File: config.mk
export PLATFORM = sky130hd
export DESIGN_NAME = team_06_effect_engine
export DESIGN_NICKNAME = d
export VERILOG_FILES = /design/src/rtl/team_06_effect_engine.sv
export SDC_FILE = /design/constraint.sdc
export NUM_CORES = 1
export LEC_CHECK = 0
export BUFFER_PORTS_ARGS = -buffer_cell sky130_fd_sc_hd__buf_2
export CAP_MARGIN = 30
export CORE_MARGIN = 1.5
export CORE_UTILIZATION = 35
export CTS_CLUSTER_DIAMETER = 50
export DETAILED_ROUTE_END_ITERATION = 10
export PLACE_DENSITY_LB_ADDON = 0.25
export SYNTH_ARGS = -nofsm -noshare
export SYNTH_HDL_FRONTEND = slang
export SYNTH_SLANG_ARGS = --single-unit
File: constraint.sdc
create_clock -name clk -period 14.95 [get_ports clk]
set_input_delay 2.2425 -clock clk [delete_from_list [all_inputs] [get_ports clk]]
set_output_delay 2.2425 -clock clk [all_outputs]
set_load 0.005 [all_outputs]
File: src/rtl/team_06_effect_engine.sv
// team_06_effect_engine: sequenced audio-effect processor (bypass, tremolo,
// echo, soft clip, feedback reverb) with an external SRAM delay line.
module team_06_effect_engine #(
    parameter int unsigned WIDTH    = 8,
    parameter int unsigned ADDR_W   = 13,
    parameter int unsigned TREM_DIV = 16
) (
    input  logic              clk,
    input  logic              rst,
    input  logic [WIDTH-1:0]  audio_in,
    input  logic              sample_valid,
    input  logic [2:0]        sel,
    input  logic [ADDR_W-1:0] delay_len,
    input  logic [2:0]        fb_shift,
    output logic [WIDTH-1:0]  audio_out,
    output logic              out_valid,
    output logic              busy,
    output logic              drop,
    output logic [ADDR_W-1:0] mem_addr,
    output logic              mem_read,
    output logic              mem_write,
    output logic [WIDTH-1:0]  mem_wdata,
    input  logic [WIDTH-1:0]  mem_rdata,
    input  logic              mem_ack
);

    localparam int unsigned SW    = WIDTH + 1;
    localparam int unsigned PW    = WIDTH + 9;
    localparam int unsigned DIV_W = (TREM_DIV > 1) ? $clog2(TREM_DIV) : 1;

    localparam logic [2:0] SEL_TREM = 3'd1;
    localparam logic [2:0] SEL_ECHO = 3'd2;
    localparam logic [2:0] SEL_CLIP = 3'd3;
    localparam logic [2:0] SEL_REVB = 3'd4;

    localparam logic [WIDTH-1:0] SAT_MAX = {1'b0, {(WIDTH-1){1'b1}}};
    localparam logic [WIDTH-1:0] SAT_MIN = {1'b1, {(WIDTH-1){1'b0}}};
    localparam logic [SW-1:0]    CLIP_T  = SW'(2 ** (WIDTH - 2));
    localparam logic [DIV_W-1:0] DIV_MAX = DIV_W'(TREM_DIV - 1);

    typedef enum logic [2:0] {
        S_IDLE,
        S_RD,
        S_CALC,
        S_WR,
        S_OUT
    } state_t;

    state_t            state_q, state_d;
    logic [WIDTH-1:0]  x_q, x_d;
    logic [2:0]        mode_q, mode_d;
    logic [ADDR_W-1:0] dl_q, dl_d;
    logic [2:0]        fbs_q, fbs_d;
    logic [7:0]        gain_q, gain_d;
    logic [WIDTH-1:0]  d_q, d_d;
    logic [WIDTH-1:0]  y_q, y_d;
    logic [ADDR_W-1:0] wp_q, wp_d;
    logic [ADDR_W-1:0] fill_q, fill_d;
    logic [7:0]        t_q, t_d;
    logic              t_up_q, t_up_d;
    logic [DIV_W-1:0]  div_q, div_d;
    logic              prev_delay_q, prev_delay_d;
    logic [WIDTH-1:0]  audio_out_q, audio_out_d;
    logic              out_valid_q, out_valid_d;
    logic              busy_q, busy_d;
    logic              drop_q, drop_d;
    logic [ADDR_W-1:0] mem_addr_q, mem_addr_d;
    logic              mem_read_q, mem_read_d;
    logic              mem_write_q, mem_write_d;
    logic [WIDTH-1:0]  mem_wdata_q, mem_wdata_d;

    logic [ADDR_W-1:0] dl_eff_c;
    logic              sel_delay_c;
    logic              mode_delay_c;

    logic [SW-1:0]        x_ext_c, d_ext_c;
    logic [3:0]           revb_shamt_c;
    logic [SW-1:0]        echo_sum_c, revb_sum_c;
    logic signed [PW-1:0] trem_prod_c;
    logic [WIDTH-1:0]     trem_y_c;
    logic [SW-1:0]        clip_abs_c, clip_mag_c, clip_sgn_c;
    logic [WIDTH-1:0]     clip_y_c;
    logic [WIDTH-1:0]     y_c;
    logic                 unused_c;

    // Clamp a WIDTH+1 bit signed sum back into the WIDTH-bit range.
    function automatic logic [WIDTH-1:0] sat_f(input logic [SW-1:0] s);
        if (s[SW-1] != s[SW-2]) begin
            return s[SW-1] ? SAT_MIN : SAT_MAX;
        end
        return s[WIDTH-1:0];
    endfunction

    // Input decode: effective delay and whether the offered sample needs the delay line.
    always_comb begin
        dl_eff_c     = (delay_len == '0) ? ADDR_W'(1) : delay_len;
        sel_delay_c  = (sel == SEL_ECHO) || (sel == SEL_REVB);
        mode_delay_c = (mode_q == SEL_ECHO) || (mode_q == SEL_REVB);
    end

    // Effect arithmetic on the latched sample and delayed term.
    always_comb begin
        x_ext_c      = {x_q[WIDTH-1], x_q};
        d_ext_c      = {d_q[WIDTH-1], d_q};
        revb_shamt_c = {1'b0, fbs_q} + 4'd1;
        echo_sum_c   = x_ext_c + SW'($signed(d_ext_c) >>> 1);
        revb_sum_c   = x_ext_c + SW'($signed(d_ext_c) >>> revb_shamt_c);

        trem_prod_c  = $signed({{9{x_q[WIDTH-1]}}, x_q}) * $signed({{(WIDTH+1){1'b0}}, gain_q});
        trem_y_c     = trem_prod_c[WIDTH+7:8];

        // Magnitude in WIDTH+1 bits so the most negative input does not overflow.
        clip_abs_c   = x_q[WIDTH-1] ? (~x_ext_c + SW'(1)) : x_ext_c;
        clip_mag_c   = clip_abs_c;
        clip_sgn_c   = x_ext_c;
        clip_y_c     = x_q;
        if (clip_abs_c > CLIP_T) begin
            clip_mag_c = CLIP_T + ((clip_abs_c - CLIP_T) >> 1);
            clip_sgn_c = x_q[WIDTH-1] ? (~clip_mag_c + SW'(1)) : clip_mag_c;
            clip_y_c   = clip_sgn_c[WIDTH-1:0];
        end

        case (mode_q)
            SEL_TREM: y_c = trem_y_c;
            SEL_ECHO: y_c = sat_f(echo_sum_c);
            SEL_CLIP: y_c = clip_y_c;
            SEL_REVB: y_c = sat_f(revb_sum_c);
            default:  y_c = x_q;
        endcase
    end

    assign unused_c = ^{trem_prod_c[PW-1], trem_prod_c[7:0], clip_sgn_c[SW-1]};

    // Next-state and registered-output logic of the sequencer.
    always_comb begin
        state_d      = state_q;
        x_d          = x_q;
        mode_d       = mode_q;
        dl_d         = dl_q;
        fbs_d        = fbs_q;
        gain_d       = gain_q;
        d_d          = d_q;
        y_d          = y_q;
        wp_d         = wp_q;
        fill_d       = fill_q;
        t_d          = t_q;
        t_up_d       = t_up_q;
        div_d        = div_q;
        prev_delay_d = prev_delay_q;
        audio_out_d  = audio_out_q;
        out_valid_d  = 1'b0;
        drop_d       = sample_valid && (state_q != S_IDLE);
        mem_addr_d   = mem_addr_q;
        mem_read_d   = mem_read_q;
        mem_write_d  = mem_write_q;
        mem_wdata_d  = mem_wdata_q;

        case (state_q)
            S_IDLE: begin
                if (sample_valid) begin
                    x_d    = audio_in;
                    mode_d = sel;
                    dl_d   = dl_eff_c;
                    fbs_d  = fb_shift;
                    gain_d = 8'd128 + {1'b0, t_q[7:1]};
                    // Triangle LFO advances once every TREM_DIV accepted samples.
                    if (div_q == DIV_MAX) begin
                        div_d = '0;
                        if (t_up_q) begin
                            if (t_q == 8'hFF) begin
                                t_d    = 8'hFE;
                                t_up_d = 1'b0;
                            end else begin
                                t_d = t_q + 8'd1;
                            end
                        end else begin
                            if (t_q == 8'h00) begin
                                t_d    = 8'h01;
                                t_up_d = 1'b1;
                            end else begin
                                t_d = t_q - 8'd1;
                            end
                        end
                    end else begin
                        div_d = div_q + DIV_W'(1);
                    end
                    if (sel_delay_c) begin
                        prev_delay_d = 1'b1;
                        if (!prev_delay_q) begin
                            fill_d = '0;
                        end
                        mem_addr_d = wp_q - dl_eff_c;
                        mem_read_d = 1'b1;
                        state_d    = S_RD;
                    end else begin
                        prev_delay_d = 1'b0;
                        state_d      = S_CALC;
                    end
                end
            end
            S_RD: begin
                if (mem_ack) begin
                    // Unprimed delay line reads as silence.
                    d_d        = (fill_q < dl_q) ? '0 : mem_rdata;
                    mem_read_d = 1'b0;
                    state_d    = S_CALC;
                end
            end
            S_CALC: begin
                y_d = y_c;
                if (mode_delay_c) begin
                    mem_addr_d  = wp_q;
                    mem_wdata_d = (mode_q == SEL_ECHO) ? x_q : y_c;
                    mem_write_d = 1'b1;
                    state_d     = S_WR;
                end else begin
                    state_d = S_OUT;
                end
            end
            S_WR: begin
                if (mem_ack) begin
                    mem_write_d = 1'b0;
                    wp_d        = wp_q + ADDR_W'(1);
                    if (fill_q < dl_q) begin
                        fill_d = fill_q + ADDR_W'(1);
                    end
                    state_d = S_OUT;
                end
            end
            S_OUT: begin
                out_valid_d = 1'b1;
                audio_out_d = y_q;
                state_d     = S_IDLE;
            end
            default: begin
                state_d = S_IDLE;
            end
        endcase

        busy_d = (state_d != S_IDLE);
    end

    // State and datapath registers with synchronous reset.
    always_ff @(posedge clk) begin
        if (rst) begin
            state_q      <= S_IDLE;
            x_q          <= '0;
            mode_q       <= '0;
            dl_q         <= ADDR_W'(1);
            fbs_q        <= '0;
            gain_q       <= 8'd128;
            d_q          <= '0;
            y_q          <= '0;
            wp_q         <= '0;
            fill_q       <= '0;
            t_q          <= '0;
            t_up_q       <= 1'b1;
            div_q        <= '0;
            prev_delay_q <= 1'b0;
            audio_out_q  <= '0;
            out_valid_q  <= 1'b0;
            busy_q       <= 1'b0;
            drop_q       <= 1'b0;
            mem_addr_q   <= '0;
            mem_read_q   <= 1'b0;
            mem_write_q  <= 1'b0;
            mem_wdata_q  <= '0;
        end else begin
            state_q      <= state_d;
            x_q          <= x_d;
            mode_q       <= mode_d;
            dl_q         <= dl_d;
            fbs_q        <= fbs_d;
            gain_q       <= gain_d;
            d_q          <= d_d;
            y_q          <= y_d;
            wp_q         <= wp_d;
            fill_q       <= fill_d;
            t_q          <= t_d;
            t_up_q       <= t_up_d;
            div_q        <= div_d;
            prev_delay_q <= prev_delay_d;
            audio_out_q  <= audio_out_d;
            out_valid_q  <= out_valid_d;
            busy_q       <= busy_d;
            drop_q       <= drop_d;
            mem_addr_q   <= mem_addr_d;
            mem_read_q   <= mem_read_d;
            mem_write_q  <= mem_write_d;
            mem_wdata_q  <= mem_wdata_d;
        end
    end

    assign audio_out = audio_out_q;
    assign out_valid = out_valid_q;
    assign busy      = busy_q;
    assign drop      = drop_q;
    assign mem_addr  = mem_addr_q;
    assign mem_read  = mem_read_q;
    assign mem_write = mem_write_q;
    assign mem_wdata = mem_wdata_q;

endmodule
==> results of run 1 <==
layout make-up:
| type | instances | area [um2] |
|---|---|---|
| Multi-Input combinational cell | 990 | 6870 |
| Clock inverter | 15 | 199 |
| Tap cell | 378 | 473 |
| Clock buffer | 17 | 425 |
| Sequential cell | 127 | 2540 |
| Antenna cell | 1 | 2.50 |
| Inverter | 97 | 364 |
| Timing Repair Buffer | 81 | 430 |
| Fill cell | 2852 | 16700 |
routing by layer:
metal | vias to the layer above | track usage | part of all wire
met3 | 20 | 0.0362 | 0.052
met4 | 0 | 0.0537 | 0.013
met2 | 188 | 0.324 | 0.47
met1 | 4225 | 0.250 | 0.46
met5 | - | 0 | 0
li1 | 4511 | - | -
flip-flops by register name, indices dropped and copies added, names as in the netlist, 7 cells and up:
name	count
audio_out	8
d_q	8
dl_q	13
fill_q	13
gain_q	7
mem_addr	13
mem_wdata	8
t_q	8
wp_q	13
x_q	8
y_q	8
critical path: cells and delay by family (launching register included):
family	cells	cell delay [ns]
buffers and inverters	2	0.09
DFF	1	0.92
and+or+nand+nor	2	0.35
adders and majority gates	5	2.28
xor gates and xnor gates	1	0.14
AOI/OAI and AO/OA	7	1.25
cells in the mapped netlist (all sizes together) (3+ instances only):
master,n
and2,41
or4,3
a211o,3
o31a,6
o21ai,67
nand4,13
a22oi,3
xnor2,28
and3,8
buf,12
nand2,153
fa,39
or2,6
nor2,109
a311oi,6
o211ai,4
o21a,16
dfxtp,127
o31ai,7
nor3b,6
a21o,19
clkbuf,54
o22ai,6
o211a,6
a211oi,27
a31oi,8
nand2b,21
a21oi,105
xor2,19
ha,89
nor2b,11
nor4,7
nor3,39
mux2,8
nand3,32
or3,13
o311ai,3
mux2i,25
nand3b,3
inv,97
cell families after synthesis:
| family | Yosys count | synth area share |
|---|---|---|
| flops | 127 | 0.253 |
| mux | 33 | 0.0339 |
| buf+inv | 163 | 0.0629 |
| xor+xnor | 47 | 0.0410 |
| simple gates | 470 | 0.222 |
| compound gates | 312 | 0.198 |
| fa+ha+maj | 128 | 0.189 |
power breakdown:
group / leakage (nW) / switching [W] / internal [W] / total, W
combinational: 3.60 / 0.000120 / 0.0000735 / 0.000194
sequential: 1.03 / 0.0000202 / 0.000354 / 0.000374
clock: 0.303 / 0.000177 / 0.000268 / 0.000445
through the flow:
stage | hold slack (ns) | cell area (um2) | power [W]
4_1_cts | 0.444 | 11300 | 0.00102
6_report | 0.445 | 11300 | 0.00101
3_3_place_gp | 0.434 | 10700 | 0.000574
5_1_grt | 0.469 | 11300 | 0.00107
3_5_place_dp | 0.436 | 10700 | 0.000575
2_1_floorplan | 0.415 | 10000 | 0.000515
worst max-delay path by stage:
stage,from,slack (ns),endpoint,depth (start not counted)
after detailed placement,delay_len[5],9.62,mem_addr[12],14
after global routing,x_q[4],9.50,y_q[3],17
after global placement,delay_len[8],9.71,mem_addr[12],14
final,x_q[4],9.85,y_q[3],17
after CTS,x_q[3],9.81,mem_wdata[6],17
after floorplan,x_q[7],9.91,y_q[3],18
==> impl_metrics.csv, run 1 <==
group,metric,value,unit
final_layout,final_core_util,0.404,
global_routing,grt_pass1_vias,8608,
sta,hold_viol,0,
power_and_ir_drop,ir_drop,0.0000738,V
setup_path,cpPeakStageDelay,0.92,ns
placed_design,dp_hpwl,20400,um
final_layout,finalNetCount,1481,
global_routing,grt_pass1_wl,44700,um
sta,period_share,0.341,
yosys,ys_seq_area_frac,0.253,
setup_path,cp.arrival,5.45,ns
sta,finalMaxSlewViolations,0,
global_routing,antenna_found_initial,1,
yosys,ys.flop_type,"dfxtp_1",
placed_design,place.port_buffers,72,
yosys,synth_area_per_cell,7.84,um2
setup_path,cp-end-kind,"flip-flop",
setup_path,cpMaxStageDelayCell,"dfxtp_1",
sta,worst_pin_slew,0.965,ns
sta,tns,0,ns
sta,setup_slack,9.85,ns
setup_path,worstReg2RegEnd,"y_q[3]",
detailed_routing,dr_total_vias,8944,
hold_path,whs_path_depth,2,
final_layout,drive_gt1_frac,0.104,
hold_path,hold_start,"y_q[0]",
placed_design,dp.cells,1673,
yosys,async_flop_share,0,
yosys,yosys.area.top_type_share,0.253,
power_and_ir_drop,cellPowerDensity,89.6,nW/um2
sta,layout_min_cycle_time,5.10,ns
global_routing,grt_max_degree,88,
placed_design,gp_congestion,0.878,
yosys,synth_area,10000,um2
clock_tree,cts_setup_buffers,0,
floorplan,initial_utilization,0.358,
yosys,netlist_instances,1280,
setup_path,cp_max_fo,21,
clock_tree,hold_buffers,0,
floorplan,die_w,172,um
setup_path,crit_top_cell,"fa_1",
setup_path,rr_startpoint,"x_q[4]",
yosys,yosysWarnings,0,
yosys,synth_nets,1447,
floorplan,num_io_pins,73,
detailed_routing,viasPerCell,5.24,
clock_tree,clkTransAtPathRegs,0.06,ns
final_layout,instances_no_fill,1706,
final_layout,syn_to_final_growth,12.7,%
floorplan,core_area,28000,um2
setup_path,r2r_slack,9.85,ns
hold_path,min_to,"y_q[0]",
final_layout,final_common_cell,"nand2_1",
setup_path,worstPathRequired,15.30,ns
clock_tree,ctsResizeCount,0,
clock_tree,ctsHtreeMaxLevel,4,
sta,rsz0062_at_grt,"no",
setup_path,cp-start-kind,"flip-flop",
global_routing,grt_usage,0.192,
final_layout,final_cell_mix,"153 x nand2_1, 127 x dfxtp_1, 109 x nor2_1",
run,maxCapViolCount,0,
detailed_routing,dr.first_iter.drc_count,447,
power_and_ir_drop,power.leakage,4.94,nW
clock_tree,tritoncts.num_buffers,17,
yosys,synth-edff-count,0,
detailed_routing,routed_wl,27400,um
placed_design,dpl_worst_slack,9.62,ns
detailed_routing,postRouteAntennaNets,0,
run_status,status,"completed",
setup_path,crit_chain,"and2_1 > fa_1 > fa_1 > fa_1 > inv_1 > fa_1 > inv_1 > ha_1 > o21a_1 > nor2_1 > a21oi_1 > a21o_1 > xnor2_1 > a21oi_1 > a311oi_1 > a2111o_1 > o21ai_1",
hold_path,hold_path.class,"flip-flop to flip-flop",
clock_tree,cts_buffer_depth,2,
yosys,ys_ff_latch,127,
floorplan,row_count,61,
sta,fin_skew,0.0164,ns
global_routing,grt_overflow,0,
floorplan,dieArea,29700,um2
detailed_routing,routedWlPerCell,16.0,um
sta,clock.fmax,196,MHz
yosys,yosys.area.top_type,"dfxtp_1",
clock_tree,clock_sinks,127,
floorplan,die_h,172,um
clock_tree,cts_tree,"done",
clock_tree,worst_skew_pair.late_latency,0.43,ns
setup_path,rr_worst_depth,17,
sta,slew_headroom,0.357,
detailed_routing,drc,0,
setup_path,critical_path_class,"flip-flop to flip-flop",
yosys,ys_top_cells_by_area,"dfxtp_1 25%, ha_1 11%, fa_1 7.8%",
clock_tree,root_buffer,"clkbuf_16",
yosys,synth.distinct_cells,72,
sta,setup_viol,0,
detailed_routing,first_pass_iters,5,
(Power assumes the default switching activity.)
==> inputs of run 2 (changes only) <==
==> constraint.sdc (replaced) <==
create_clock -name clk -period 4.4 [get_ports clk]
set_input_delay 0.66 -clock clk [delete_from_list [all_inputs] [get_ports clk]]
set_output_delay 0.66 -clock clk [all_outputs]
set_load 0.005 [all_outputs]
==> run 2 against run 1 <==
The flow now finishes with violations (setup timing). Sequential cell count did not move. Cell area increased by 3.8%. Core utilization is 1.6 points higher. Critical endpoint is now mem_wdata[6]. Combinational power increased to 3.8 times the previous value. Clock skew down 0.0031 ns. Largest cell class unchanged. Register-to-register slack worse by 10 ns.
==> impl_metrics.csv, run 2 (same netlist as run 1, synthesis figures left out) <==
group,metric,value,unit
run_status,status,"complete, but fails checks",
run_status,violations,"setup timing",
global_routing,antenna_found_initial,0,
setup_path,cpMaxStageDelayCell,"fa_1",
placed_design,dp_hpwl,21000,um
global_routing,grt_max_degree,73,
clock_tree,tritoncts.num_buffers,17,
setup_path,cpPeakStageDelay,0.56,ns
setup_path,cp_max_fo,5,
setup_path,cp_num_buf_inv,3,
sta,worst_pin_slew,0.981,ns
power_and_ir_drop,clkPwrFrac,0.424,
global_routing,grt_pass1_vias,8718,
setup_path,cp.arrival,4.86,ns
detailed_routing,drc,0,
clock_tree,root_buffer,"clkbuf_16",
sta,setup_viol,10,
setup_path,crit_family,"adder cells",
global_routing,grt_overflow,0,
run,maxCapViolCount,0,
clock_tree,cts_buffer_depth,2,
detailed_routing,dr.first_iter.drc_count,599,
floorplan,core_area,28000,um2
floorplan,num_io_pins,73,
setup_path,cp-end-kind,"flip-flop",
global_routing,grt_pass1_wl,44700,um
power_and_ir_drop,p_total,0.00345,W
clock_tree,worst_skew_pair.late_latency,0.43,ns
clock_tree,cts_tree,"done",
floorplan,initial_utilization,0.358,
floorplan,dieArea,29700,um2
final_layout,finalNetCount,1521,
floorplan,die_h,172,um
final_layout,diodes,0,
detailed_routing,dr_total_vias,9219,
global_routing,grt_usage,0.192,
power_and_ir_drop,ir_drop,0.000217,V
sta,period_share,1.03,
final_layout,fillCellCount,2874,
setup_path,critical_path_class,"flip-flop to flip-flop",
detailed_routing,routed_wl,27700,um
final_layout,final_cell_mix,"152 x nand2_1, 117 x dfxtp_1, 107 x nor2_1",
sta,tns,-0.754,ns
setup_path,crit_chain,"and2_4 > fa_1 > inv_2 > fa_1 > inv_2 > fa_1 > fa_1 > ha_4 > nand2_2 > o31a_1 > a21oi_2 > buf_4 > a21o_1 > o21ai_2 > nand2b_1 > xnor2_1 > o211a_1 > o211ai_1",
detailed_routing,routedWlPerCell,15.9,um
final_layout,syn_to_final_growth,17.0,%
sta,layout_min_cycle_time,4.52,ns
sta,slew_headroom,0.341,
setup_path,worstPathRequired,4.74,ns
final_layout,regArea,2560,um2
floorplan,die_w,172,um
sta,hold_viol,0,
clock_tree,clkTransAtPathRegs,0.06,ns
final_layout,final_common_cell,"nand2_1",
hold_path,hold_path.class,"flip-flop to flip-flop",
placed_design,gp_congestion,0.861,
power_and_ir_drop,p_sw,0.00111,W
final_layout,drive_gt1_frac,0.159,
power_and_ir_drop,power.leakage,5.14,nW
floorplan,row_count,61,
sta,fin_skew,0.0133,ns
final_layout,final_core_util,0.419,
sta,finalMaxSlewViolations,0,
placed_design,place.port_buffers,72,
setup_path,cp-start-kind,"flip-flop",
power_and_ir_drop,p_int,0.00234,W
sta,rsz0062_at_grt,"yes",
final_layout,instances_no_fill,1745,
detailed_routing,postRouteAntennaNets,0,
final_layout,multi_input_area,7010,um2
clock_tree,clock_sinks,127,
setup_path,crit_top_cell,"fa_1",
power_and_ir_drop,cellPowerDensity,294,nW/um2
placed_design,dp.cells,1706,
clock_tree,ctsHtreeMaxLevel,4,
detailed_routing,viasPerCell,5.28,
power_and_ir_drop,comb_power_share,0.212,
detailed_routing,first_pass_iters,5,
power_and_ir_drop,p_sw_frac,0.321,
power_and_ir_drop,seq_power_share,0.364,
sta,setup_slack,-0.123,ns
sta,clock.fmax,221,MHz
## run 2: timing repair
item | 4_1_cts | 5_1_grt
buffers inserted | 2 | 5
resized for setup | 10 | 26
pin swaps | 7 | 24
endpoints found under the setup margin | 10 | 13
cloned | 0 | 0
hold buffers | 0 | 0
## run 2: final timing paths
kind	startpoint	slack (ns)	cells past startpoint	endpoint
setup / recovery	gain_q[3]	-0.12	18	mem_wdata[6]
hold / removal	dl_q[1]	0.45	2	dl_q[1]
setup reg to reg	gain_q[3]	-0.12	18	mem_wdata[6]
hold reg to reg	dl_q[1]	0.45	2	dl_q[1]
## run 2: per-stage QoR
| stage | setup WS, ns | hold WS, ns | instance area (um2) |
|---|---|---|---|
| 2_1_floorplan | -0.0849 | 0.415 | 10100 |
| 3_5_place_dp | -0.109 | 0.447 | 11000 |
| 6_report | -0.123 | 0.455 | 11700 |
| 5_1_grt | -0.326 | 0.481 | 11700 |
| 4_1_cts | -0.0785 | 0.455 | 11600 |
| 3_3_place_gp | 0.00236 | 0.442 | 11000 |
## run 2: area by class of cell
| type | count | share of cell area |
|---|---|---|
| multi-input combinational | 990 | 0.597 |
| sequential | 127 | 0.218 |
| timing repair buffer | 121 | 0.0622 |
| tap | 378 | 0.0403 |
| clock buffer | 17 | 0.0362 |
| inverter | 97 | 0.0310 |
| clock inverter | 15 | 0.0150 |
## run 2: metal layers
layer,vias to the layer above,global-route usage,wire length [um]
met5,-,0,0
met3,23,0.0330,1240
li1,4581,-,-
met1,4413,0.251,12900
met4,0,0.0548,487
met2,202,0.325,13100
## run 2: power groups by stage
| stage | Sequential, W | Combinational [W] | Clock (W) |
|---|---|---|---|
| finish | 0.00126 | 0.000734 | 0.00147 |
| global route | 0.00126 | 0.000813 | 0.00154 |
| CTS | 0.00126 | 0.000717 | 0.00150 |
| detailed placement | 0.00128 | 0.000701 | 0 |
| global placement | 0.00128 | 0.000698 | 0 |
| floorplan | 0.00126 | 0.000501 | 0 |
## run 2: tightest hold or removal path: cells and delay by family (launching register included)
kind / cells / cell delay [ns]
and+or+nand+nor: 1 / 0.05
AOI/OAI and AO/OA: 1 / 0.05
DFF: 1 / 0.31
==> inputs of run 3 (changes only) <==
--- a/config.mk
+++ b/config.mk
@@ -7,8 +7,10 @@
 export LEC_CHECK = 0
 export BUFFER_PORTS_ARGS = -buffer_cell sky130_fd_sc_hd__buf_2
 export CAP_MARGIN = 30
+export CELL_PAD_IN_SITES_DETAIL_PLACEMENT = 0
+export CELL_PAD_IN_SITES_GLOBAL_PLACEMENT = 1
 export CORE_MARGIN = 1.5
-export CORE_UTILIZATION = 35
+export CORE_UTILIZATION = 40
 export CTS_CLUSTER_DIAMETER = 50
 export DETAILED_ROUTE_END_ITERATION = 10
 export PLACE_DENSITY_LB_ADDON = 0.25
==> run 3 against run 2 <==
Largest cell class unchanged. Worst hold slack gained 0.0020 ns. Cell area shrank 0.87%. Non-clock buffer count shrank 2. Largest power group unchanged. The flow still finishes with violations (setup timing).
==> impl_metrics.csv, run 3 (same netlist as run 1, synthesis figures left out) <==
group,metric,value,unit
power_and_ir_drop,power.leakage,5.13,nW
floorplan,die_w,161,um
global_routing,grt_max_degree,61,
placed_design,dp_hpwl,21400,um
detailed_routing,dr.first_iter.drc_count,543,
hold_path,whs_path_depth,2,
floorplan,row_count,57,
clock_tree,ctsHtreeMaxLevel,4,
setup_path,cp-end-kind,"flip-flop",
placed_design,dp.cells,1655,
clock_tree,clock_sinks,127,
final_layout,final_cell_mix,"153 x nand2_1, 119 x dfxtp_1, 106 x nor2_1",
clock_tree,root_buffer,"clkbuf_16",
placed_design,place.port_buffers,72,
setup_path,cp_max_fo,3,
sta,rsz0062_at_grt,"yes",
clock_tree,hold_buffers,0,
global_routing,grt_usage,0.221,
sta,hold_viol,0,
floorplan,num_io_pins,73,
clock_tree,clkTransAtPathRegs,0.07,ns
final_layout,drive_gt1_frac,0.155,
detailed_routing,drc,0,
detailed_routing,first_pass_iters,5,
power_and_ir_drop,ir_drop,0.000194,V
sta,setup_viol,2,
global_routing,grt_overflow,0,
sta,tns,-0.0716,ns
final_layout,finalNetCount,1519,
sta,period_share,1.01,
hold_path,hold_path.class,"flip-flop to flip-flop",
setup_path,cp-start-kind,"flip-flop",
sta,finalMaxSlewViolations,0,
sta,clock.fmax,225,MHz
final_layout,instances_no_fill,1690,
detailed_routing,viasPerCell,5.39,
global_routing,grt_pass1_vias,8755,
hold_path,hold_start,"dl_q[9]",
global_routing,grt_pass1_wl,45800,um
setup_path,rr_worst_depth,16,
run_status,violations,"setup timing",
setup_path,critical_path_class,"flip-flop to flip-flop",
sta,fin_skew,0.0144,ns
final_layout,final_common_cell,"nand2_1",
setup_path,worstReg2RegEnd,"mem_wdata[2]",
clock_tree,tritoncts.num_buffers,17,
sta,slew_headroom,0.373,
power_and_ir_drop,cellPowerDensity,288,nW/um2
clock_tree,cts_tree,"done",
final_layout,fillCellCount,2466,
hold_path,min_to,"dl_q[9]",
floorplan,dieArea,26000,um2
setup_path,r2r_slack,-0.05,ns
clock_tree,worst_skew_pair.late_latency,0.43,ns
setup_path,cp.arrival,4.73,ns
run,maxCapViolCount,0,
final_layout,syn_to_final_growth,16.0,%
floorplan,initial_utilization,0.410,
detailed_routing,routed_wl,27900,um
setup_path,rr_startpoint,"gain_q[6]",
sta,setup_slack,-0.0486,ns
detailed_routing,routedWlPerCell,16.5,um
floorplan,die_h,161,um
power_and_ir_drop,p_total,0.00335,W
placed_design,gp_congestion,0.907,
clock_tree,cts_buffer_depth,2,
detailed_routing,dr_total_vias,9115,
sta,worst_pin_slew,0.941,ns
detailed_routing,postRouteAntennaNets,0,
floorplan,core_area,24500,um2
run_status,status,"complete, but fails checks",
global_routing,antenna_found_initial,1,
setup_path,worstPathRequired,4.68,ns
sta,layout_min_cycle_time,4.45,ns
-- run 3: timing repair --
| item | CTS | global route |
|---|---|---|
| pin swaps | 12 | 27 |
| endpoints found under the setup margin | 9 | 13 |
| gates resized for setup | 5 | 27 |
| setup buffers | 1 | 2 |
-- run 3: cell type report --
cell class	instances	area, um2	area share
timing repair buffer	119	717	0.0616
sequential	127	2550	0.220
inverter	97	364	0.0313
multi-input combinational	990	7040	0.604
clock buffer	18	439	0.0377
tap	324	405	0.0348
clock inverter	14	120	0.0103
antenna	1	2.50	0.000215
-- run 3: worst max-delay path, stage by stage, from the launching register on --
cell and delay [ns]:
dfxtp_2 0.32, and2_4 0.15, fa_1 0.50, inv_2 0.05, fa_1 0.51, inv_2 0.04
fa_1 0.57, fa_1 0.42, ha_1 0.30, nand2_1 0.05, o31a_1 0.30, a21oi_4 0.22
xnor2_2 0.14, o22ai_1 0.08, a211o_1 0.35, a211oi_2 0.22, nor3_1 0.07
-- run 3: worst max-delay path by stage --
stage,from,endpoint,slack (ns)
after detailed placement,x_q[5],y_q[3],-0.13
after CTS,gain_q[6],y_q[3],-0.05
final,gain_q[6],mem_wdata[2],-0.05
after global placement,gain_q[6],y_q[3],-0.01
after floorplan,x_q[4],y_q[3],-0.08
after global routing,gain_q[6],mem_wdata[6],-0.20
-- run 3: layer usage --
layer / vias to the layer above / track usage / share of wire / wire length (um)
met4: 0 / 0.0585 / 0.017 / 470
met1: 4302 / 0.303 / 0.48 / 13400
met2: 187 / 0.359 / 0.46 / 12800
met3: 31 / 0.0375 / 0.045 / 1260
li1: 4595 / - / - / -
met5: - / 0 / 0 / 0
-- run 3: report_power, final --
| part | switching, W | internal [W] |
|---|---|---|
| logic | 0.000452 | 0.000290 |
| registers | 0.0000484 | 0.00120 |
| clock network | 0.000605 | 0.000754 |
| total | 0.00111 | 0.00225 |
-- run 3: per-stage QoR --
stage               utilization  worst slack, ns  hold WS (ns)  cell area, um2
floorplan                     -          -0.0849         0.415           10100
global placement          0.446         -0.00995         0.446           10900
detailed placement        0.446           -0.125         0.450           10900
CTS                       0.470          -0.0528         0.461           11500
global route              0.476           -0.197         0.480           11600
finish                    0.476          -0.0486         0.457           11600
